`src/rtl/taylor_pkg.sv`:
```
// Shared constants, state encoding and saturating accumulate helper for the
// eight-term power-series evaluator.
package taylor_pkg;
    localparam int NTERMS = 8;
    localparam int DW     = 16;
    localparam int CNT_W  = 3;
    localparam int ACC_W  = 18;

    localparam logic [ACC_W-1:0] ACC_MAX  = 18'h3FFFF;
    localparam logic [DW-1:0]    P_ONE    = 16'hFFFF;
    localparam logic [CNT_W-1:0] CNT_LAST = CNT_W'(NTERMS - 1);

    typedef enum logic [1:0] {
        IDLE = 2'd0,
        CALC = 2'd1,
        DONE = 2'd2
    } state_t;

    // Terms are never negative, so clamping each partial sum keeps acc pinned
    // at ACC_MAX once it has been reached.
    function automatic logic [ACC_W-1:0] sat_add(input logic [ACC_W-1:0] a,
                                                 input logic [DW-1:0]    b);
        logic [ACC_W:0] sum;
        sum = {1'b0, a} + {{(ACC_W-DW+1){1'b0}}, b};
        if (sum > {1'b0, ACC_MAX}) begin
            sat_add = ACC_MAX;
        end else begin
            sat_add = sum[ACC_W-1:0];
        end
    endfunction
endpackage

```
`src/rtl/taylor_datapath.sv`:
```
// Operand, running power and saturating accumulator for the series evaluator;
// i_init loads a new evaluation, i_step folds in one coefficient.
module taylor_datapath
    import taylor_pkg::*;
(
    input  logic             i_clk,
    input  logic             i_rst_n,
    input  logic             i_init,
    input  logic             i_step,
    input  logic [DW-1:0]    i_x,
    input  logic [DW-1:0]    i_coef,
    output logic [ACC_W-1:0] o_acc
);
    logic [DW-1:0]    r_xr;
    logic [DW-1:0]    r_p;
    logic [ACC_W-1:0] r_acc;

    logic [2*DW-1:0]  w_term_prod;
    logic [2*DW-1:0]  w_pow_prod;
    logic [DW-1:0]    w_term;
    logic [DW-1:0]    w_pow_next;
    logic [ACC_W-1:0] w_acc_next;
    logic             w_unused_lo;

    // Both products keep only their upper halves (floor of the Q0.16 product).
    always_comb begin
        w_term_prod = {{DW{1'b0}}, i_coef} * {{DW{1'b0}}, r_p};
        w_pow_prod  = {{DW{1'b0}}, r_p} * {{DW{1'b0}}, r_xr};
        w_term      = w_term_prod[2*DW-1:DW];
        w_pow_next  = w_pow_prod[2*DW-1:DW];
        w_acc_next  = sat_add(r_acc, w_term);
        w_unused_lo = ^{w_term_prod[DW-1:0], w_pow_prod[DW-1:0]};
    end

    // Datapath registers: load on init, advance on step, otherwise hold.
    always_ff @(posedge i_clk or negedge i_rst_n) begin
        if (!i_rst_n) begin
            r_xr  <= {DW{1'b0}};
            r_p   <= {DW{1'b0}};
            r_acc <= {ACC_W{1'b0}};
        end else if (i_init) begin
            r_xr  <= i_x;
            r_p   <= P_ONE;
            r_acc <= {ACC_W{1'b0}};
        end else if (i_step) begin
            r_xr  <= r_xr;
            r_p   <= w_pow_next;
            r_acc <= w_acc_next;
        end else begin
            r_xr  <= r_xr;
            r_p   <= r_p;
            r_acc <= r_acc;
        end
    end

    assign o_acc = r_acc;
endmodule

```
`src/rtl/taylor_eval.sv`:
```
// Sequencer for an eight-term power series: walks the coefficient ROM address
// and drives the datapath, returning one saturated Q2.16 sum per start.
module taylor_eval
    import taylor_pkg::*;
(
    input  logic             clk,
    input  logic             rst,
    input  logic             start,
    input  logic [DW-1:0]    x,
    output logic [CNT_W-1:0] rom_adr,
    input  logic [DW-1:0]    rom_data,
    output logic             busy,
    output logic             done,
    output logic [ACC_W-1:0] result
);
    state_t           r_state;
    state_t           w_state_next;
    logic [CNT_W-1:0] r_cnt;
    logic             r_busy;
    logic             r_done;
    logic             w_init;
    logic             w_step;
    logic [ACC_W-1:0] w_acc;

    // Next-state and datapath strobes; start outside IDLE is simply dropped.
    always_comb begin
        w_state_next = r_state;
        w_init       = 1'b0;
        w_step       = 1'b0;
        case (r_state)
            IDLE: begin
                if (start) begin
                    w_state_next = CALC;
                    w_init       = 1'b1;
                end else begin
                    w_state_next = IDLE;
                end
            end
            CALC: begin
                w_step = 1'b1;
                if (r_cnt == CNT_LAST) begin
                    w_state_next = DONE;
                end else begin
                    w_state_next = CALC;
                end
            end
            DONE:    w_state_next = IDLE;
            default: w_state_next = IDLE;
        endcase
    end

    // State register with busy/done registered from the next state.
    always_ff @(posedge clk or negedge rst) begin
        if (!rst) begin
            r_state <= IDLE;
            r_busy  <= 1'b0;
            r_done  <= 1'b0;
        end else begin
            r_state <= w_state_next;
            r_busy  <= (w_state_next != IDLE);
            r_done  <= (w_state_next == DONE);
        end
    end

    // Term counter; stops at the last address and holds it until the next start.
    always_ff @(posedge clk or negedge rst) begin
        if (!rst) begin
            r_cnt <= {CNT_W{1'b0}};
        end else if (w_init) begin
            r_cnt <= {CNT_W{1'b0}};
        end else if (w_step && (r_cnt != CNT_LAST)) begin
            r_cnt <= r_cnt + 3'd1;
        end else begin
            r_cnt <= r_cnt;
        end
    end

    taylor_datapath u_datapath (
        .i_clk   (clk),
        .i_rst_n (rst),
        .i_init  (w_init),
        .i_step  (w_step),
        .i_x     (x),
        .i_coef  (rom_data),
        .o_acc   (w_acc)
    );

    assign rom_adr = r_cnt;
    assign busy    = r_busy;
    assign done    = r_done;
    assign result  = w_acc;
endmodule
```
`config.mk`:
```
export PLATFORM = sky130hd
export DESIGN_NAME = taylor_eval
export DESIGN_NICKNAME = d
export VERILOG_FILES = /design/src/rtl/taylor_pkg.sv /design/src/rtl/taylor_datapath.sv /design/src/rtl/taylor_eval.sv
export SDC_FILE = /design/constraint.sdc
export NUM_CORES = 1
export LEC_CHECK = 0
export CORE_MARGIN = 3
export CORE_UTILIZATION = 43
export DETAILED_ROUTE_END_ITERATION = 12
export PLACE_DENSITY_LB_ADDON = 0.2
export SETUP_SLACK_MARGIN = 0.5
export SLEW_MARGIN = 20
export SYNTH_ARGS = -nofsm -noshare
export SYNTH_HDL_FRONTEND = slang
export SYNTH_SLANG_ARGS = --single-unit
```
`constraint.sdc`:
```
create_clock -name clk -period 7.45 [get_ports clk]
set_input_delay 2.235 -clock clk [delete_from_list [all_inputs] [get_ports clk]]
set_output_delay 2.235 -clock clk [all_outputs]
set_load 0.05 [all_outputs]
```
# Word-level counts from Yosys, hierarchy flattened
# Cells that the tools add are included.
dict set report op_classes {
  n_addsub 2
  n_mul 2
  n_lt_le_gt_ge 1
  eq_ne 4
  muxes 13
  n_reduce_logical 5
}
# op n
set op_table {}
lappend op_table {{multiplier 16 x 16 -> 32 bit} 2}
lappend op_table {{two-way mux 18 bit} 3}
lappend op_table {{two-way mux 16 bit} 2}
lappend op_table {{adder 18 x 16 -> 19 bit} 1}
lappend op_table {{> comparator 19 x 18 -> 1 bit, second input constant} 1}
lappend op_table {{two-way mux 3 bit} 2}
lappend op_table {{nonzero test 2 bit} 3}
lappend op_table {{two-way mux 1 bit} 4}
lappend op_table {{case mux 2 bit (2 select lines)} 1}
lappend op_table {{adder 3 x 1 -> 3 bit, second input constant} 1}
lappend op_table {{== test 3 bit, second input constant} 1}
lappend op_table {{!= test 3 bit, second input constant} 1}
lappend op_table {{== test 2 x 1 -> 1 bit, second input constant} 1}
lappend op_table {{== test 2 bit, second input constant} 1}
lappend op_table {{logical NOT 2 bit} 1}
lappend op_table {{two-way mux 2 bit} 1}
lappend op_table {{logical AND 1 bit} 1}
dict set report totals {
  regBits 57
  output_inout_bits 23
  elab_cells 34
}

# Depth between registers and ports, before layout
# Gate-level depths: netlist of the first run.
dict set report depth {
  ltp_word 6
  mapped_depth 31
}

# By module
# A second synthesis of the first run with hierarchy kept.
dict set report unflattened {
  cells_unflattened 2122
  area_unflattened_um2 18990.7
}
# module instances cells_per_inst area_per_inst_um2 seq_area_each_um2
set modules_own_cells {}
lappend modules_own_cells {taylor_datapath 1 2091 18627.9 1251.2}
lappend modules_own_cells {taylor_eval 1 31 362.8 175.2}

# Least setup slack after synthesis of the first run
# Ideal clock, no wire load.
dict set report synth_timing {
  path_kind {input to register}
  from {input port rom_data[15]}
  to {register u_datapath.r_acc[17] (netlist: u_datapath.o_acc[17])}
  setup_time_ps 81
  arrival_time_ps 9051
  slack_ps -1682
  stages 27
  path_buffers 1
  path_cell_list {clkbuf_1 -> nand2_1 -> fa_1 -> fa_1 -> inv_1 -> fa_1 -> fa_1 -> fa_1 -> inv_1 -> fa_1 -> inv_1 -> ha_1 -> a211oi_1 -> a21oi_2 -> nand4_1 -> nor3_1 -> o21ai_0 -> a21oi_1 -> xor2_1 -> ha_1 -> a21oi_1 -> nand2_1 -> a2bb2oi_4 -> a2111oi_1 -> or3b_1 -> mux2_4 -> nor3_2}
}
dict set report synth_between {
  elab_chain_len 6
}
# element line_no
set synth_lines {}
lappend synth_lines {{from (decl)} taylor_eval.sv:11} ;# input logic [DW-1:0] rom_data,
lappend synth_lines {{multiplier 16 x 16 -> 32 bit *} taylor_datapath.sv:27} ;# w_term_prod = {{DW{1'b0}}, i_coef} * {{DW{1'b0}}, r_p};
lappend synth_lines {{adder 18 x 16 -> 19 bit *} taylor_pkg.sv:24} ;# sum = {1'b0, a} + {{(ACC_W-DW+1){1'b0}}, b};
lappend synth_lines {{> comparator 19 x 18 -> 1 bit} taylor_pkg.sv:25} ;# if (sum > {1'b0, ACC_MAX}) begin
lappend synth_lines {{two-way mux 18 bit *} taylor_pkg.sv:25}
lappend synth_lines {{two-way mux 18 bit *} taylor_datapath.sv:45} ;# end else if (i_step) begin
lappend synth_lines {{two-way mux 18 bit *} taylor_datapath.sv:41} ;# end else if (i_init) begin
lappend synth_lines {{to (signal assigned)} taylor_datapath.sv:40} ;# r_acc <= {ACC_W{1'b0}};
lappend synth_lines {{to (signal assigned)} taylor_datapath.sv:44} ;# r_acc <= {ACC_W{1'b0}};
lappend synth_lines {{to (signal assigned)} taylor_datapath.sv:48} ;# r_acc <= w_acc_next;
lappend synth_lines {{to (decl)} taylor_datapath.sv:16} ;# logic [ACC_W-1:0] r_acc;
# Every way passes the cells marked *; elsewhere a longest branch is shown, timed or not. The select of a mux whose other input is x is not followed.
# A chain may end at the register's enable or synchronous reset.

# Worst setup path after layout of the first run
dict set report layout_timing {
  from {input port rom_data[9]}
  to {register u_datapath.r_acc[12] (netlist: u_datapath.o_acc[12])}
}
# The elaborated chain is that of the path after synthesis.

==> results of run 1 <==
## worst paths after layout
kind / from / end / slack, ns / cells after the start
worst max-delay path: rom_data[9] / u_datapath.o_acc[12] / -1.63 / 32
worst min-delay path: rom_adr[2] / rom_adr[2] / 0.55 / 1
worst max register to register: u_datapath.r_p[5] / u_datapath.o_acc[12] / -0.38 / 31
worst min register to register: rom_adr[2] / rom_adr[2] / 0.55 / 1
max in group asynchronous: rst / u_datapath.r_p[4] / 4.75 / 2
min in group asynchronous: rst / busy / 2.05 / 2
## worst max-delay path: cells and delay by family
kind | cells | cell delay [ns]
buf+inv | 9 | 0.93
compound gates | 10 | 2.03
xor+xnor | 1 | 0.14
fa+ha+maj | 8 | 3.46
simple gates | 4 | 0.43
## through the flow
step                setup TNS [ns]  hold slack (ns)  setup WS, ns  cell area (µm²)  cells
floorplan                   -20.50            0.546         -1.20            19300   2157
global placement            -39.06            0.518         -2.24            21400   2848
detailed placement          -41.81            0.528         -2.43            21400   2848
CTS                         -27.26            0.542         -1.56            22100   2898
global route                -31.94            0.575         -1.84            22300   2905
finish                      -28.21            0.546         -1.63            22300   2905
## logic make-up after synthesis
logic type	after synthesis	synth area share (%)
AND/OR/NAND/NOR	693	17.1
adder cells (fa/ha/maj)	607	55.2
buffers and inverters	567	11.2
AO/OA/AOI/OAI	186	6.76
flip-flops	57	7.49
XOR/XNOR	44	2.02
multiplexers	3	0.191
## area by class of cell
type	instances	area, µm²
Sequential cell	57	1430
Clock inverter	6	45.0
Timing Repair Buffer	249	2230
Clock buffer	10	229
Inverter	465	1750
Tap cell	585	732
Multi-Input combinational cell	1533	15900
Fill cell	4107	21000
## per-layer routing
layer | vias up | track usage (%) | wire [µm]
met3 | 42 | 2.33 | 1900
met4 | 0 | 4.99 | 831
met2 | 317 | 38.7 | 25000
met5 | - | 0 | 0
li1 | 6786 | - | -
met1 | 7597 | 30.5 | 22400
## timing repair
action,in CTS,in global routing
setup buffers,32,7
pin swaps,57,64
endpoints found under the setup margin,18,20
cloned,2,0
hold endpoints to repair,0,0
resized for setup,101,67
## flip-flops by register name, indices dropped and copies added (netlist names)
name / count
rom_adr: 3
u_datapath.r_p: 16
r_state: 2
done: 1
busy: 1
u_datapath.r_xr: 16
u_datapath.o_acc: 18
## cells in the final DEF (no fill, tap or decap), drive strengths merged, types with 3 or more instances in the layout
cell type	n
clkinvlp	3
nand3	12
nor2b	5
buf	204
inv	465
clkdlybuf4s50	40
o21ai	25
nand2	386
and2	203
or2	4
clkbuf	11
o21bai	6
nor2	38
dfrtp	57
nor3	11
ha	220
o21a	9
nand4	9
nand2b	6
or3	4
fa	387
o211ai	4
a211oi	9
clkdlybuf4s15	3
nor4	3
a31oi	20
xnor2	29
xor2	15
a21oi	73
and3	4
clkinv	3
a21o	14
o31ai	3
==> results.md, run 1 <==
* Final Util at 51.5%
* DR pass1 iterations at 5
* Status: complete, but fails checks
* Fin. Hold Viols at 0
* Total Die Area at 0.0468 mm²
* Initial antenna violation count at 0
* Relative slew margins at 19.5%
* Final setup vio count at 18
* Syn avg cell area at 8.83 µm²
* CTS tree: done
* Yosys top cell area share at 40.7%
* Fmax at 110 MHz
* Post-synth EDFFs at 0
* I/O Pins at 58
* Worst Path Max Fanout at 7
* Die height at 216 µm
* Worst-Skew Late Latency at 0.38 ns
* CTS clk-pin slew, worst paths at 0.06 ns
* Hold_buf cts at 0
* Final wirelength at 50100 µm
* Skew final at 0.0174 ns
* Mapped Cells at 2157
* Post-synthesis sequential area ratio at 7.49%
* RePlAce Congestion at 0.854
* Slew @ Worst Pin at 1.20 ns
* Max_cap viols at 0
* Largest net degree at the start of global routing at 58
* Initial Util at 43.9%
* Area Growth Syn to Fin at 17.4%
* Via count at 14700
* Vias in the first global route at 15800
* Critical path launch point type: primary input
* Ant. Diodes at 0
* Slew Viols, Final at 0
* Count of cell types in the netlist at 68
* Die Width at 216 µm
* Synth cell count leaders: 465 x inv_1, 387 x fa_1, 386 x nand2_1, 220 x ha_1, 203 x and2_1
* Primary FF master, synth: dfrtp_1
* Largest stage delay, worst path at 0.59 ns
* Flop and latch count out of synthesis at 57
* Min-Delay Path Class: reg -> reg
* Clock sink count at 57
* Worst Path Required at 7.63 ns
* Layout cells sized above 1 at 15.2%
* Worst Path Arrival at 9.26 ns
* Critical Path Most Common Cell: fa_1
* Setup Crit Path Kind: in -> reg
* Number of DRC markers in iteration 0 at 825
* IO Port Bufs at 57
* Count leader, synth: inv_1
* Nets@finish at 2957
* DP HPWL at 39700 µm
* Top cell type by total area after synthesis: fa_1
* Via density at 5.07
* Slowest cell on crit path: fa_2
* Routed Antenna Nets at 0
* CTS buffer count at 9
* Mean routed wirelength per cell at 17.2 µm
* Global-route wire length before repair at 83100 µm
* Crit. End Element: flop
* Fin crit period at 9.08 ns
* Row cnt at 76
* CTS Root Cell: clkbuf_16
* Top area cells in the synthesized netlist: fa_1 41%, ha_1 14%, inv_1 9.2%
* Ys Warns at 0
* Clock tree buffer depth at 2
* Netlist Area Pre-Place at 0.0190 mm²
* Gr ovfl total at 0
* GRT Total Usage at 22.4%
* Period utilization at 122%
* Unrepaired setup endpoints after global routing: true
* Async S/R FF share, synth at 100%
* Remaining DRCs at 0
* Final Worst Setup Slack at -1.63 ns
* Core area at 0.0434 mm²
* Depth of the CTS H-tree at 3
* Net count after synthesis at 2799
* Failing checks: setup timing
Power of run 1 is left out: the tool's default activity adds up to more than one toggle a clock period on the data nets, which glitch-free logic cannot reach.
==> inputs of run 2 (changes only) <==
GPL_ROUTABILITY_DRIVEN = 0   (was not set)
==> results of run 2 <==
Final layout, timing and power as in run 1 (identical DEF).
Power of run 2 is left out for the same reason.
==> inputs of run 3 (changes only) <==
CORE_ASPECT_RATIO = 1.25   (was not set)
==> run 3 against run 2 <==
Effect of this change: the flow still finishes with violations (setup timing); sequential share of layout area fell by 0.17 points; clock-buffer cell count fell by 1; clock skew hardly changed; hold slack improved by 0.0094 ns; maximum frequency increased by 0.41%; sequential cell count stayed put; register-to-register slack gained 0.02 ns; critical path type unchanged; critical endpoint is now u_datapath.o_acc[17].
==> results.md, run 3 (synthesis gave the netlist of run 1 again) <==
* Status: complete, but fails checks (unchanged)
* Failing checks: setup timing (unchanged)
* Setup Crit Path Kind: in -> reg (unchanged)
* Final Worst Setup Slack at -1.59 ns (was -1.63 ns)
* Core area at 0.0434 mm² (about the same)
* Number of DRC markers in iteration 0 at 675 (was 825)
* Unrepaired setup endpoints after global routing: true (unchanged)
* CTS tree: done (unchanged)
* Die height at 241 µm (was 216 µm)
* Layout cells sized above 1 at 18.7% (was 15.2%)
* Hold endpoint: rom_adr[1] (was rom_adr[2])
* Die Width at 194 µm (was 216 µm)
* Global-route wire length before repair at 86200 µm (was 83100 µm)
* I/O Pins at 58 (unchanged)
* Remaining DRCs at 0 (unchanged)
* Fin crit period at 9.04 ns (was 9.08 ns)
* CTS clk-pin slew, worst paths at 0.06 ns (about the same)
* Relative slew margins at 17.3% (was 19.5%)
* RR Startpoint: u_datapath.r_p[5] (unchanged)
* Mean routed wirelength per cell at 17.5 µm (was 17.2 µm)
* Hold Slack at 0.555 ns (was 0.546 ns)
* DR pass1 iterations at 6 (was 5)
* Most common cell after layout, fill and taps aside: inv_1 (unchanged)
* Row cnt at 85 (was 76)
* CTS Root Cell: clkbuf_16 (unchanged)
* Commonest non-fill, non-tap cells in the layout: 438 x inv_1, 377 x nand2_1, 371 x fa_1, 201 x ha_1, 194 x buf_4 (was 447 x inv_1, 377 x nand2_1, 375 x fa_1, 208 x ha_1, 182 x and2_1)
* Vias in the first global route at 17000 (was 15800)
* Worst Path Required at 7.74 ns (was 7.63 ns)
* Total Die Area at 0.0468 mm² (about the same)
* Via density at 5.13 (was 5.07)
* Period utilization at 121% (was 122%)
* Gr ovfl total at 0 (unchanged)
* Depth of the CTS H-tree at 3 (unchanged)
* Register-to-register setup slack at -0.36 ns (was -0.38 ns)
* Worst Path Arrival at 9.33 ns (was 9.26 ns)
* Dpl ws at -2.63 ns (was -2.43 ns)
* Crit. End Element: flop (unchanged)
* Slew @ Worst Pin at 1.24 ns (was 1.20 ns)
* Area Growth Syn to Fin at 20.6% (was 17.4%)
* Max_cap viols at 0 (unchanged)
* R2r worst-path depth at 29 (was 31)
* Initial Util at 43.9% (about the same)
* Routed Antenna Nets at 0 (unchanged)
* Clock sink count at 57 (unchanged)
* Final Cell Area at 0.0229 mm² (was 0.0223 mm²)
* Worst-Skew Late Latency at 0.38 ns (about the same)
* DP HPWL at 39700 µm (about the same)
* Filler cells at 4071 (was 4107)
* IO Port Bufs at 57 (unchanged)
* Fmax at 111 MHz (was 110 MHz)
* Min-Delay Path Class: reg -> reg (unchanged)
* Final setup vio count at 18 (unchanged)
* Min-delay src: rom_adr[1] (was rom_adr[2])
* Slew Viols, Final at 0 (unchanged)
* Fin. Hold Viols at 0 (unchanged)
* Largest stage delay, worst path at 0.54 ns (was 0.59 ns)
* Max reg flops at 18 (unchanged)
* Critical Path Most Common Cell: fa_1 (unchanged)
* Final wirelength at 51400 µm (was 50100 µm)
* Ant. Diodes at 0 (unchanged)
* Critical path launch point type: primary input (unchanged)
* Slowest cell on crit path: fa_2 (unchanged)
* Initial antenna violation count at 0 (unchanged)
* RR Endpoint: u_datapath.o_acc[17] (was u_datapath.o_acc[12])
* Placed instance area at 0.0215 mm² (was 0.0214 mm²)
* Largest net degree at the start of global routing at 58 (unchanged)
* Worst Path Max Fanout at 5 (was 7)
* GRT Total Usage at 23.1% (was 22.4%)
* CP startpoint: rom_data[5] (was rom_data[9])
* Clock tree buffer depth at 2 (unchanged)
* Skew final at 0.0173 ns (was 0.0174 ns)
* Via count at 15000 (was 14700)
* Nets@finish at 3004 (was 2957)
* Worst Hold Path Cells at 1 (unchanged)
* CTS buffer count at 9 (unchanged)
[run 3: through the flow]
| step | utilization [%] | cells | TNS, ns |
|---|---|---|---|
| floorplan | - | 2157 | -20.50 |
| CTS | 51.7 | 2918 | -26.52 |
| global route | 52.9 | 2932 | -31.92 |
| global placement | 49.5 | 2854 | -43.18 |
| detailed placement | 49.5 | 2854 | -45.18 |
| finish | 52.9 | 2932 | -26.91 |
[run 3: cell type report]
| type | instances | area, µm² | share of cell area, % |
|---|---|---|---|
| clock buffer | 9 | 225 | 0.981 |
| timing repair buffer | 295 | 2590 | 11.3 |
| tap | 565 | 707 | 3.08 |
| sequential | 57 | 1430 | 6.22 |
| inverter | 465 | 1750 | 7.61 |
| multi-input combinational | 1534 | 16200 | 70.6 |
| clock inverter | 7 | 46.3 | 0.202 |
[run 3: repair_timing]
action | CTS | global route
hold buffers | 0 | 0
pin swaps | 67 | 78
cloned | 5 | 0
buffers inserted | 43 | 14
endpoints found under the setup margin | 18 | 22
gates resized for setup | 143 | 98
[run 3: worst max path at each step]
| stage | end | cells after the start | slack, ns |
|---|---|---|---|
| 3_3_place_gp | u_datapath.o_acc[2] | 31 | -2.51 |
| 2_1_floorplan | u_datapath.o_acc[2] | 27 | -1.20 |
| 4_1_cts | u_datapath.o_acc[9] | 31 | -1.55 |
| 3_5_place_dp | u_datapath.o_acc[2] | 31 | -2.63 |
| 6_report | u_datapath.o_acc[17] | 30 | -1.59 |
| 5_1_grt | u_datapath.o_acc[17] | 31 | -1.84 |
[run 3: critical path: cells and delay by family]
kind                       cells  cell delay [ns]
muxes                          1             0.30
AOI/OAI and AO/OA              7             1.49
adders and majority gates      8             3.59
buffers and inverters          7             0.61
and+or+nand+nor                6             0.83
xor gates and xnor gates       1             0.26
[run 3: per-layer routing]
layer	vias up	GRT usage (%)	wire, µm	part of all wire (%)
li1	6893	-	-	-
met1	7800	27.8	21100	41
met2	274	42.7	27000	53
met3	82	3.34	1800	3.5
met4	0	7.38	1460	2.8
met5	-	0	0	0
Power of run 3 is left out for the same reason.
